## config.mk

```make
export PLATFORM = sky130hd
export DESIGN_NAME = rv32i_decode_stage_flat
export DESIGN_NICKNAME = d
export VERILOG_FILES = /design/src/rtl/rv32i_decode_stage_if.sv /design/src/rtl/rv32i_decode_stage.sv /design/src/flat_wrapper.sv
export SDC_FILE = /design/constraint.sdc
export NUM_CORES = 1
export LEC_CHECK = 0
export ABC_AREA = 1
export CORE_ASPECT_RATIO = 1.4
export CORE_MARGIN = 5
export CORE_UTILIZATION = 48
export CTS_CLUSTER_DIAMETER = 50
export DETAILED_ROUTE_END_ITERATION = 6
export MAX_ROUTING_LAYER = met4
export PLACE_DENSITY = 0.85
export SYNTH_ARGS = -nofsm -noshare
export SYNTH_HDL_FRONTEND = slang
export SYNTH_SLANG_ARGS = --single-unit
```

## constraint.sdc

```tcl
create_clock -name clk -period 2.7 [get_ports clk]
set_input_delay 0.405 -clock clk [delete_from_list [all_inputs] [get_ports clk]]
set_output_delay 0.405 -clock clk [all_outputs]
set_load 0.005 [all_outputs]
```

## src/rtl/rv32i_decode_stage_if.sv

```systemverilog
// Fetch-to-decode-to-execute handshake and the decoded bundle.
// The decode stage uses the master view; fetch/execute (or a bench) uses the slave view.
interface rv32i_decode_stage_if;
    logic        in_valid;
    logic        in_ready;
    logic [31:0] in_instr;
    logic [31:0] in_pc;
    logic        flush;
    logic        out_valid;
    logic        out_ready;
    logic [31:0] out_pc;
    logic [4:0]  out_rs1;
    logic [4:0]  out_rs2;
    logic [4:0]  out_rd;
    logic [31:0] out_imm;
    logic        out_func_sel;
    logic [2:0]  out_alu_func;
    logic        out_alu_bit;
    logic [2:0]  out_br_func;
    logic        out_src_a_pc;
    logic        out_src_a_zero;
    logic        out_src_b_imm;
    logic        out_reg_write;
    logic        out_mem_read;
    logic        out_mem_write;
    logic [2:0]  out_mem_size;
    logic        out_jump;
    logic        out_jalr;
    logic        out_illegal;

    modport master (
        input  in_valid, in_instr, in_pc, flush, out_ready,
        output in_ready, out_valid, out_pc, out_rs1, out_rs2, out_rd, out_imm,
               out_func_sel, out_alu_func, out_alu_bit, out_br_func,
               out_src_a_pc, out_src_a_zero, out_src_b_imm, out_reg_write,
               out_mem_read, out_mem_write, out_mem_size, out_jump, out_jalr,
               out_illegal
    );

    modport slave (
        output in_valid, in_instr, in_pc, flush, out_ready,
        input  in_ready, out_valid, out_pc, out_rs1, out_rs2, out_rd, out_imm,
               out_func_sel, out_alu_func, out_alu_bit, out_br_func,
               out_src_a_pc, out_src_a_zero, out_src_b_imm, out_reg_write,
               out_mem_read, out_mem_write, out_mem_size, out_jump, out_jalr,
               out_illegal
    );
endinterface

```

## src/rtl/rv32i_decode_stage.sv

```systemverilog
// Registered RV32I decode stage: combinational decode of the fetched word into
// ALU/branch/memory controls, captured in one valid/ready output register.
module rv32i_decode_stage #(
    parameter logic [31:0] RESET_PC = 32'h0000_0000
) (
    input  logic                        clk,
    input  logic                        rst_n,
    rv32i_decode_stage_if.master        bus
);

    localparam logic [6:0] OPC_LUI    = 7'b0110111;
    localparam logic [6:0] OPC_AUIPC  = 7'b0010111;
    localparam logic [6:0] OPC_JAL    = 7'b1101111;
    localparam logic [6:0] OPC_JALR   = 7'b1100111;
    localparam logic [6:0] OPC_BRANCH = 7'b1100011;
    localparam logic [6:0] OPC_LOAD   = 7'b0000011;
    localparam logic [6:0] OPC_STORE  = 7'b0100011;
    localparam logic [6:0] OPC_OPIMM  = 7'b0010011;
    localparam logic [6:0] OPC_OP     = 7'b0110011;

    typedef struct packed {
        logic [4:0]  rs1;
        logic [4:0]  rs2;
        logic [4:0]  rd;
        logic [31:0] imm;
        logic        func_sel;
        logic [2:0]  alu_func;
        logic        alu_bit;
        logic [2:0]  br_func;
        logic        src_a_pc;
        logic        src_a_zero;
        logic        src_b_imm;
        logic        reg_write;
        logic        mem_read;
        logic        mem_write;
        logic [2:0]  mem_size;
        logic        jump;
        logic        jalr;
        logic        illegal;
    } dec_t;

    logic [31:0] instr;
    logic [6:0]  opcode;
    logic [2:0]  funct3;
    logic [6:0]  funct7;
    logic [31:0] imm_i, imm_s, imm_b, imm_u, imm_j;

    dec_t        dec_d, dec_q;
    logic [31:0] pc_q;
    logic        valid_d, valid_q;
    logic        load;

    assign instr  = bus.in_instr;
    assign opcode = instr[6:0];
    assign funct3 = instr[14:12];
    assign funct7 = instr[31:25];

    assign imm_i = {{20{instr[31]}}, instr[31:20]};
    assign imm_s = {{20{instr[31]}}, instr[31:25], instr[11:7]};
    assign imm_b = {{19{instr[31]}}, instr[31], instr[7], instr[30:25], instr[11:8], 1'b0};
    assign imm_u = {instr[31:12], 12'b0};
    assign imm_j = {{11{instr[31]}}, instr[31], instr[19:12], instr[20], instr[30:21], 1'b0};

    always_comb begin
        dec_d     = '0;
        dec_d.rs1 = instr[19:15];
        dec_d.rs2 = instr[24:20];
        dec_d.rd  = instr[11:7];
        unique case (opcode)
            OPC_LUI: begin
                dec_d.imm        = imm_u;
                dec_d.src_a_zero = 1'b1;
                dec_d.src_b_imm  = 1'b1;
                dec_d.reg_write  = 1'b1;
            end
            OPC_AUIPC: begin
                dec_d.imm       = imm_u;
                dec_d.src_a_pc  = 1'b1;
                dec_d.src_b_imm = 1'b1;
                dec_d.reg_write = 1'b1;
            end
            OPC_JAL: begin
                // ALU forms the jump target as PC + J-immediate
                dec_d.imm       = imm_j;
                dec_d.src_a_pc  = 1'b1;
                dec_d.src_b_imm = 1'b1;
                dec_d.reg_write = 1'b1;
                dec_d.jump      = 1'b1;
            end
            OPC_JALR: begin
                dec_d.imm       = imm_i;
                dec_d.src_b_imm = 1'b1;
                dec_d.reg_write = 1'b1;
                dec_d.jalr      = 1'b1;
                dec_d.illegal   = (funct3 != 3'b000);
            end
            OPC_BRANCH: begin
                dec_d.imm      = imm_b;
                dec_d.func_sel = 1'b1;
                dec_d.br_func  = funct3;
                dec_d.illegal  = (funct3 == 3'b010) || (funct3 == 3'b011);
            end
            OPC_LOAD: begin
                dec_d.imm       = imm_i;
                dec_d.src_b_imm = 1'b1;
                dec_d.reg_write = 1'b1;
                dec_d.mem_read  = 1'b1;
                dec_d.mem_size  = funct3;
                dec_d.illegal   = (funct3 == 3'b011) || (funct3 == 3'b110) || (funct3 == 3'b111);
            end
            OPC_STORE: begin
                dec_d.imm       = imm_s;
                dec_d.src_b_imm = 1'b1;
                dec_d.mem_write = 1'b1;
                dec_d.mem_size  = funct3;
                dec_d.illegal   = (funct3 > 3'b010);
            end
            OPC_OPIMM: begin
                dec_d.imm       = imm_i;
                dec_d.alu_func  = funct3;
                dec_d.alu_bit   = (funct3 == 3'b101) & instr[30];
                dec_d.src_b_imm = 1'b1;
                dec_d.reg_write = 1'b1;
                if (funct3 == 3'b001)
                    dec_d.illegal = (funct7 != 7'b0000000);
                else if (funct3 == 3'b101)
                    dec_d.illegal = (funct7 != 7'b0000000) && (funct7 != 7'b0100000);
            end
            OPC_OP: begin
                dec_d.alu_func  = funct3;
                dec_d.alu_bit   = instr[30];
                dec_d.reg_write = 1'b1;
                if (funct7 == 7'b0100000)
                    dec_d.illegal = (funct3 != 3'b000) && (funct3 != 3'b101);
                else
                    dec_d.illegal = (funct7 != 7'b0000000);
            end
            default: dec_d.illegal = 1'b1;
        endcase

        // An illegal word keeps only its register fields so nothing downstream acts on it
        if (dec_d.illegal) begin
            dec_d         = '0;
            dec_d.rs1     = instr[19:15];
            dec_d.rs2     = instr[24:20];
            dec_d.rd      = instr[11:7];
            dec_d.illegal = 1'b1;
        end
        if (dec_d.rd == 5'd0)
            dec_d.reg_write = 1'b0;
    end

    assign bus.in_ready = !valid_q || bus.out_ready;
    assign load         = bus.in_valid && bus.in_ready;

    always_comb begin
        valid_d = valid_q;
        if (bus.flush)
            valid_d = 1'b0;
        else if (load)
            valid_d = 1'b1;
        else if (bus.out_ready)
            valid_d = 1'b0;
    end

    always_ff @(posedge clk or negedge rst_n) begin
        if (!rst_n) begin
            valid_q <= 1'b0;
            pc_q    <= RESET_PC;
            dec_q   <= '0;
        end else begin
            valid_q <= valid_d;
            if (load) begin
                pc_q  <= bus.in_pc;
                dec_q <= dec_d;
            end
        end
    end

    assign bus.out_valid      = valid_q;
    assign bus.out_pc         = pc_q;
    assign bus.out_rs1        = dec_q.rs1;
    assign bus.out_rs2        = dec_q.rs2;
    assign bus.out_rd         = dec_q.rd;
    assign bus.out_imm        = dec_q.imm;
    assign bus.out_func_sel   = dec_q.func_sel;
    assign bus.out_alu_func   = dec_q.alu_func;
    assign bus.out_alu_bit    = dec_q.alu_bit;
    assign bus.out_br_func    = dec_q.br_func;
    assign bus.out_src_a_pc   = dec_q.src_a_pc;
    assign bus.out_src_a_zero = dec_q.src_a_zero;
    assign bus.out_src_b_imm  = dec_q.src_b_imm;
    assign bus.out_reg_write  = dec_q.reg_write;
    assign bus.out_mem_read   = dec_q.mem_read;
    assign bus.out_mem_write  = dec_q.mem_write;
    assign bus.out_mem_size   = dec_q.mem_size;
    assign bus.out_jump       = dec_q.jump;
    assign bus.out_jalr       = dec_q.jalr;
    assign bus.out_illegal    = dec_q.illegal;

endmodule

```

## src/flat_wrapper.sv

```systemverilog
// flat-port wrapper written by rule: the top's interface ports become plain ports
module rv32i_decode_stage_flat 
#(
    parameter logic [31:0] RESET_PC = 32'h0000_0000
)
  (clk, rst_n, bus_in_valid, bus_in_instr, bus_in_pc, bus_flush, bus_out_ready, bus_in_ready, bus_out_valid, bus_out_pc, bus_out_rs1, bus_out_rs2, bus_out_rd, bus_out_imm, bus_out_func_sel, bus_out_alu_func, bus_out_alu_bit, bus_out_br_func, bus_out_src_a_pc, bus_out_src_a_zero, bus_out_src_b_imm, bus_out_reg_write, bus_out_mem_read, bus_out_mem_write, bus_out_mem_size, bus_out_jump, bus_out_jalr, bus_out_illegal);
  rv32i_decode_stage_if bus_i ();
  input  logic clk;
  input  logic rst_n;
  input wire logic [$bits(bus_i.in_valid)-1:0] bus_in_valid;
  input wire logic [$bits(bus_i.in_instr)-1:0] bus_in_instr;
  input wire logic [$bits(bus_i.in_pc)-1:0] bus_in_pc;
  input wire logic [$bits(bus_i.flush)-1:0] bus_flush;
  input wire logic [$bits(bus_i.out_ready)-1:0] bus_out_ready;
  output wire logic [$bits(bus_i.in_ready)-1:0] bus_in_ready;
  output wire logic [$bits(bus_i.out_valid)-1:0] bus_out_valid;
  output wire logic [$bits(bus_i.out_pc)-1:0] bus_out_pc;
  output wire logic [$bits(bus_i.out_rs1)-1:0] bus_out_rs1;
  output wire logic [$bits(bus_i.out_rs2)-1:0] bus_out_rs2;
  output wire logic [$bits(bus_i.out_rd)-1:0] bus_out_rd;
  output wire logic [$bits(bus_i.out_imm)-1:0] bus_out_imm;
  output wire logic [$bits(bus_i.out_func_sel)-1:0] bus_out_func_sel;
  output wire logic [$bits(bus_i.out_alu_func)-1:0] bus_out_alu_func;
  output wire logic [$bits(bus_i.out_alu_bit)-1:0] bus_out_alu_bit;
  output wire logic [$bits(bus_i.out_br_func)-1:0] bus_out_br_func;
  output wire logic [$bits(bus_i.out_src_a_pc)-1:0] bus_out_src_a_pc;
  output wire logic [$bits(bus_i.out_src_a_zero)-1:0] bus_out_src_a_zero;
  output wire logic [$bits(bus_i.out_src_b_imm)-1:0] bus_out_src_b_imm;
  output wire logic [$bits(bus_i.out_reg_write)-1:0] bus_out_reg_write;
  output wire logic [$bits(bus_i.out_mem_read)-1:0] bus_out_mem_read;
  output wire logic [$bits(bus_i.out_mem_write)-1:0] bus_out_mem_write;
  output wire logic [$bits(bus_i.out_mem_size)-1:0] bus_out_mem_size;
  output wire logic [$bits(bus_i.out_jump)-1:0] bus_out_jump;
  output wire logic [$bits(bus_i.out_jalr)-1:0] bus_out_jalr;
  output wire logic [$bits(bus_i.out_illegal)-1:0] bus_out_illegal;
  assign bus_i.in_valid = bus_in_valid;
  assign bus_i.in_instr = bus_in_instr;
  assign bus_i.in_pc = bus_in_pc;
  assign bus_i.flush = bus_flush;
  assign bus_i.out_ready = bus_out_ready;
  assign bus_in_ready = bus_i.in_ready;
  assign bus_out_valid = bus_i.out_valid;
  assign bus_out_pc = bus_i.out_pc;
  assign bus_out_rs1 = bus_i.out_rs1;
  assign bus_out_rs2 = bus_i.out_rs2;
  assign bus_out_rd = bus_i.out_rd;
  assign bus_out_imm = bus_i.out_imm;
  assign bus_out_func_sel = bus_i.out_func_sel;
  assign bus_out_alu_func = bus_i.out_alu_func;
  assign bus_out_alu_bit = bus_i.out_alu_bit;
  assign bus_out_br_func = bus_i.out_br_func;
  assign bus_out_src_a_pc = bus_i.out_src_a_pc;
  assign bus_out_src_a_zero = bus_i.out_src_a_zero;
  assign bus_out_src_b_imm = bus_i.out_src_b_imm;
  assign bus_out_reg_write = bus_i.out_reg_write;
  assign bus_out_mem_read = bus_i.out_mem_read;
  assign bus_out_mem_write = bus_i.out_mem_write;
  assign bus_out_mem_size = bus_i.out_mem_size;
  assign bus_out_jump = bus_i.out_jump;
  assign bus_out_jalr = bus_i.out_jalr;
  assign bus_out_illegal = bus_i.out_illegal;
  rv32i_decode_stage #(.RESET_PC(RESET_PC)) u_core (.clk(clk), .rst_n(rst_n), .bus(bus_i));
endmodule
```

==> implementation parameters <==
Parameter                              Value

Run status
  Run status ... finished clean

Clocking
  Clock insertion delay at the later pin of the skew report ... around 0.34 ns
  Number of setup buffers added after CTS ... 0
  Number of hold buffers added after CTS ... 0
  Clock buffers created by TritonCTS ... 9
  Maximum count of clock buffers along a single path ... 2
  Post-cts resize count ... 0
  Clock tree from TritonCTS ... yes
  Clock-pin slew of the registers on the worst-case setup and hold paths ... 0.07 ns
  Clock tree root driver cell ... sky130_fd_sc_hd__clkbuf_16
  CTS Sinks ... 100
  Number of levels the H-tree was split into ... 3

Setup path
  Largest driver fanout on the critical path ... 14
  Worst Setup End Kind ... register
  Slowest cell delay on critical path ... between 0.5 and 0.6 ns
  Critical path's slowest cell ... sky130_fd_sc_hd__clkdlybuf4s50_1
  CP Data Arrival Time ... 2.36 ns
  Critical path launch point type ... input pin
  Setup CP Type ... input pin to register
  Worst path required time ... 2.98 ns
  Cell chain of the critical path ... clkdlybuf4s50_1, nor2_1, nand2_1, nor2_1, inv_1, nand3_1, nand2_1, buf_4, nand3_1, nand3_1, nand2_1

Routing
  Number of iterations in the first detailed-routing pass ... 5
  Total via count in the routed design ... 4634
  Antenna violation net count after detailed routing ... 0
  Post-detailed-routing wire length ... 14.0 mm
  Initial drt markers ... 317
  Via density per instance ... 5.09
  DR DRC count ... 0
  Routed length per placed instance ... ~15 µm

Pwr
  Leakage ... 3.55 nW
  Power density over the cells ... 520 mW/mm²
  Maximum vdd drop ... approximately 430 µV

Placement
  Total instance count after detailed placement ... 895
  Post-detail-place hpwl ... 10.4 mm
  Final GP Congestion ... 0.902
  I/O Buffers ... about 170
  Placed Area ... 0.00650 mm²

STA
  Count of final setup violators ... 0
  Clock skew after layout ... 0.00689 ns
  Slew Viols, Final ... 0
  Unrepaired setup endpoints after global routing ... no
  Time the worst path needs with I/O delays and setup ... 2.08 ns
  Final hold violations ... 0
  Slew at the pin closest to its max-slew limit ... roughly 0.53 ns
  Worst hold slack after final layout ... 0.0267 ns
  Max-slew headroom ... 64.7%
  Final sum of negative setup slack ... 0 ns
  Final period util ... 77.0%
  Max frequency ... 0.481 GHz

Yosys
  Synth cell types ... 21
  Leading cell type by number of instances after synthesis ... sky130_fd_sc_hd__nand2_1
  Share of synthesized area occupied by flip-flops and latches ... between 50% and 60%
  Cell accounting for the most synthesized area ... sky130_fd_sc_hd__dfrtp_1
  Top post-synthesis cells by count ... sky130_fd_sc_hd__nand2_1, sky130_fd_sc_hd__dfrtp_1, sky130_fd_sc_hd__nand3_1
  Cell area after technology mapping ... 0.00467 mm²
  Fraction of synthesized cell area taken by the top area cell type ... roughly 54%
  Primary FF master, synth ... sky130_fd_sc_hd__dfrtp_1
  Flop and latch count out of synthesis ... 100
  Number of warning messages in the yosys log ... 0
  Cell count after synthesis ... 613
  Mean Syn Cell Area ... 7.62 µm²
  Number of flops mapped to enable cells by yosys ... 0
  Async set or reset register ratio after synthesis ... 100%
  Largest cells by area after synthesis ... sky130_fd_sc_hd__dfrtp_1, sky130_fd_sc_hd__nand2_1, sky130_fd_sc_hd__nand3_1
  Synth Net Count ... 682

Final layout
  Antenna Cells ... 0
  Layout-stage area growth over the synthesis result ... 45.9%
  Proportion of layout cells with a drive suffix above 1 ... 5.40%
  Layout net count ... approximately 840
  # fillers ... 759
  Final design instance area without fill ... 0.00681 mm²
  Number of cells in the finished layout apart from fillers ... slightly above 900

Global routing
  Antenna violations before repair ... 0
  Pin count of the biggest net entering global routing ... 61
  Total grt overflow ... 0
  Number of global-route vias before repair ... 4725
  Global-route total usage across every layer ... around 25%
  Wire length of the first global-routing pass ... around 23 mm

Floorplanning
  Die width ... a little over 90 µm
  Row cnt ... 42
  Vertical die dimension ... 127 µm
  Die ar. ... 0.0118 mm²
  Count of pins on the block boundary ... 170
  Starting utilization of the core area ... 49.1%
  Total core area ... ~0.0095 mm²

Worst hold path
  Min-Delay Path Class ... input pin to asynchronous set/reset pin

Flow run
  Max-capacitance violation count ... 0
==> final cells by class <==
type                       instances  area [µm²]  share of cell area [%]
tap                              132         165                    2.43
inverter                          40         150                    2.20
clock inverter                     4        73.8                    1.08
timing repair buffer             180        1810                    26.6
multi-input combinational        443        1880                    27.6
clock buffer                      11         233                    3.42
sequential                       100        2500                    36.7
==> cells by family after synthesis <==
logic type	count (synthesis)	synth area share, %
AO/OA/AOI/OAI	20	2.20
buffers and inverters	70	6.35
flip-flops	100	53.6
AND/OR/NAND/NOR	423	37.8
==> final timing paths <==
| path | startpoint | endpoint | slack [ns] | depth (start not counted) |
|---|---|---|---|---|
| hold / removal | rst_n | u_core.bus.out_pc[12] | 0.03 | 1 |
| hold reg to reg | u_core.bus.out_imm[19] | u_core.bus.out_imm[19] | 0.48 | 2 |
| setup / recovery | bus_in_instr[6] | u_core.bus.out_imm[24] | 0.62 | 11 |
| min in group clk | u_core.bus.out_imm[19] | u_core.bus.out_imm[19] | 0.48 | 2 |
| max in group asynchronous | rst_n | u_core.bus.out_alu_func[1] | 1.97 | 2 |
| setup reg to reg | u_core.bus.out_valid | u_core.bus.out_imm[2] | 1.03 | 6 |
==> critical path: cells and delay by family <==
kind	cells	cell delay, ns
and+or+nand+nor	8	1.06
buffers and inverters	3	0.89
==> report_power, final <==
part	leakage (nW)	internal (mW)	switching (mW)	total (mW)
Sequential	1.31	1.58	0.0470	1.63
Combinational	2.09	0.295	0.266	0.562
Clock	0.150	0.809	0.541	1.35
Total	3.55	2.69	0.854	3.54
==> flip-flops by register name, indices dropped and copies added (netlist names), 3 cells and up <==
signal,flops
u_core.bus.out_mem_size,3
u_core.bus.out_rs1,5
u_core.bus.out_br_func,3
u_core.bus.out_rs2,5
u_core.bus.out_imm,32
u_core.bus.out_rd,5
u_core.bus.out_alu_func,3
u_core.bus.out_pc,32
==> metrics by stage <==
stage	setup slack, ns	power [mW]	utilization, %
finish	0.622	3.54	71.6
global route	0.457	3.69	71.6
CTS	0.655	3.57	71.6
detailed placement	0.318	2.22	68.4
global placement	0.410	2.20	68.4
floorplan	1.18	1.84	-
==> layer usage <==
metal	routed length, µm	vias to the layer above	share of wire (%)	GRT usage, %
met5	0	-	0	-
met4	382	0	2.7	10.3
met3	837	25	6.0	3.44
met2	7310	193	52	42.1
met1	5480	2192	39	30.5
li1	-	2224	-	-
==> cells in the final DEF (no fill, tap or decap) <==
cell type | Yosys | layout
sky130_fd_sc_hd__bufinv_16 | 0 | 2
sky130_fd_sc_hd__nand2_1 | 296 | 295
sky130_fd_sc_hd__nand4_1 | 1 | 1
sky130_fd_sc_hd__nor2_2 | 2 | 2
sky130_fd_sc_hd__o21ai_0 | 15 | 15
sky130_fd_sc_hd__dfrtp_1 | 100 | 100
sky130_fd_sc_hd__inv_1 | 35 | 35
sky130_fd_sc_hd__clkinv_2 | 0 | 1
sky130_fd_sc_hd__a21oi_1 | 4 | 4
sky130_fd_sc_hd__o31ai_1 | 1 | 1
sky130_fd_sc_hd__buf_12 | 0 | 3
sky130_fd_sc_hd__buf_4 | 0 | 9
sky130_fd_sc_hd__inv_2 | 5 | 5
sky130_fd_sc_hd__nor2_8 | 1 | 1
sky130_fd_sc_hd__nand2_4 | 2 | 3
sky130_fd_sc_hd__inv_6 | 0 | 1
sky130_fd_sc_hd__clkdlybuf4s50_1 | 0 | 168
sky130_fd_sc_hd__clkbuf_1 | 14 | 2
sky130_fd_sc_hd__nor4_1 | 1 | 1
sky130_fd_sc_hd__nor2_1 | 28 | 28
sky130_fd_sc_hd__nor3_1 | 2 | 2
sky130_fd_sc_hd__nand2_2 | 3 | 3
sky130_fd_sc_hd__clkbuf_16 | 0 | 9
sky130_fd_sc_hd__nand3_1 | 84 | 84
sky130_fd_sc_hd__nor2_4 | 3 | 3
Note: power is estimated with default switching activity, not from simulation.
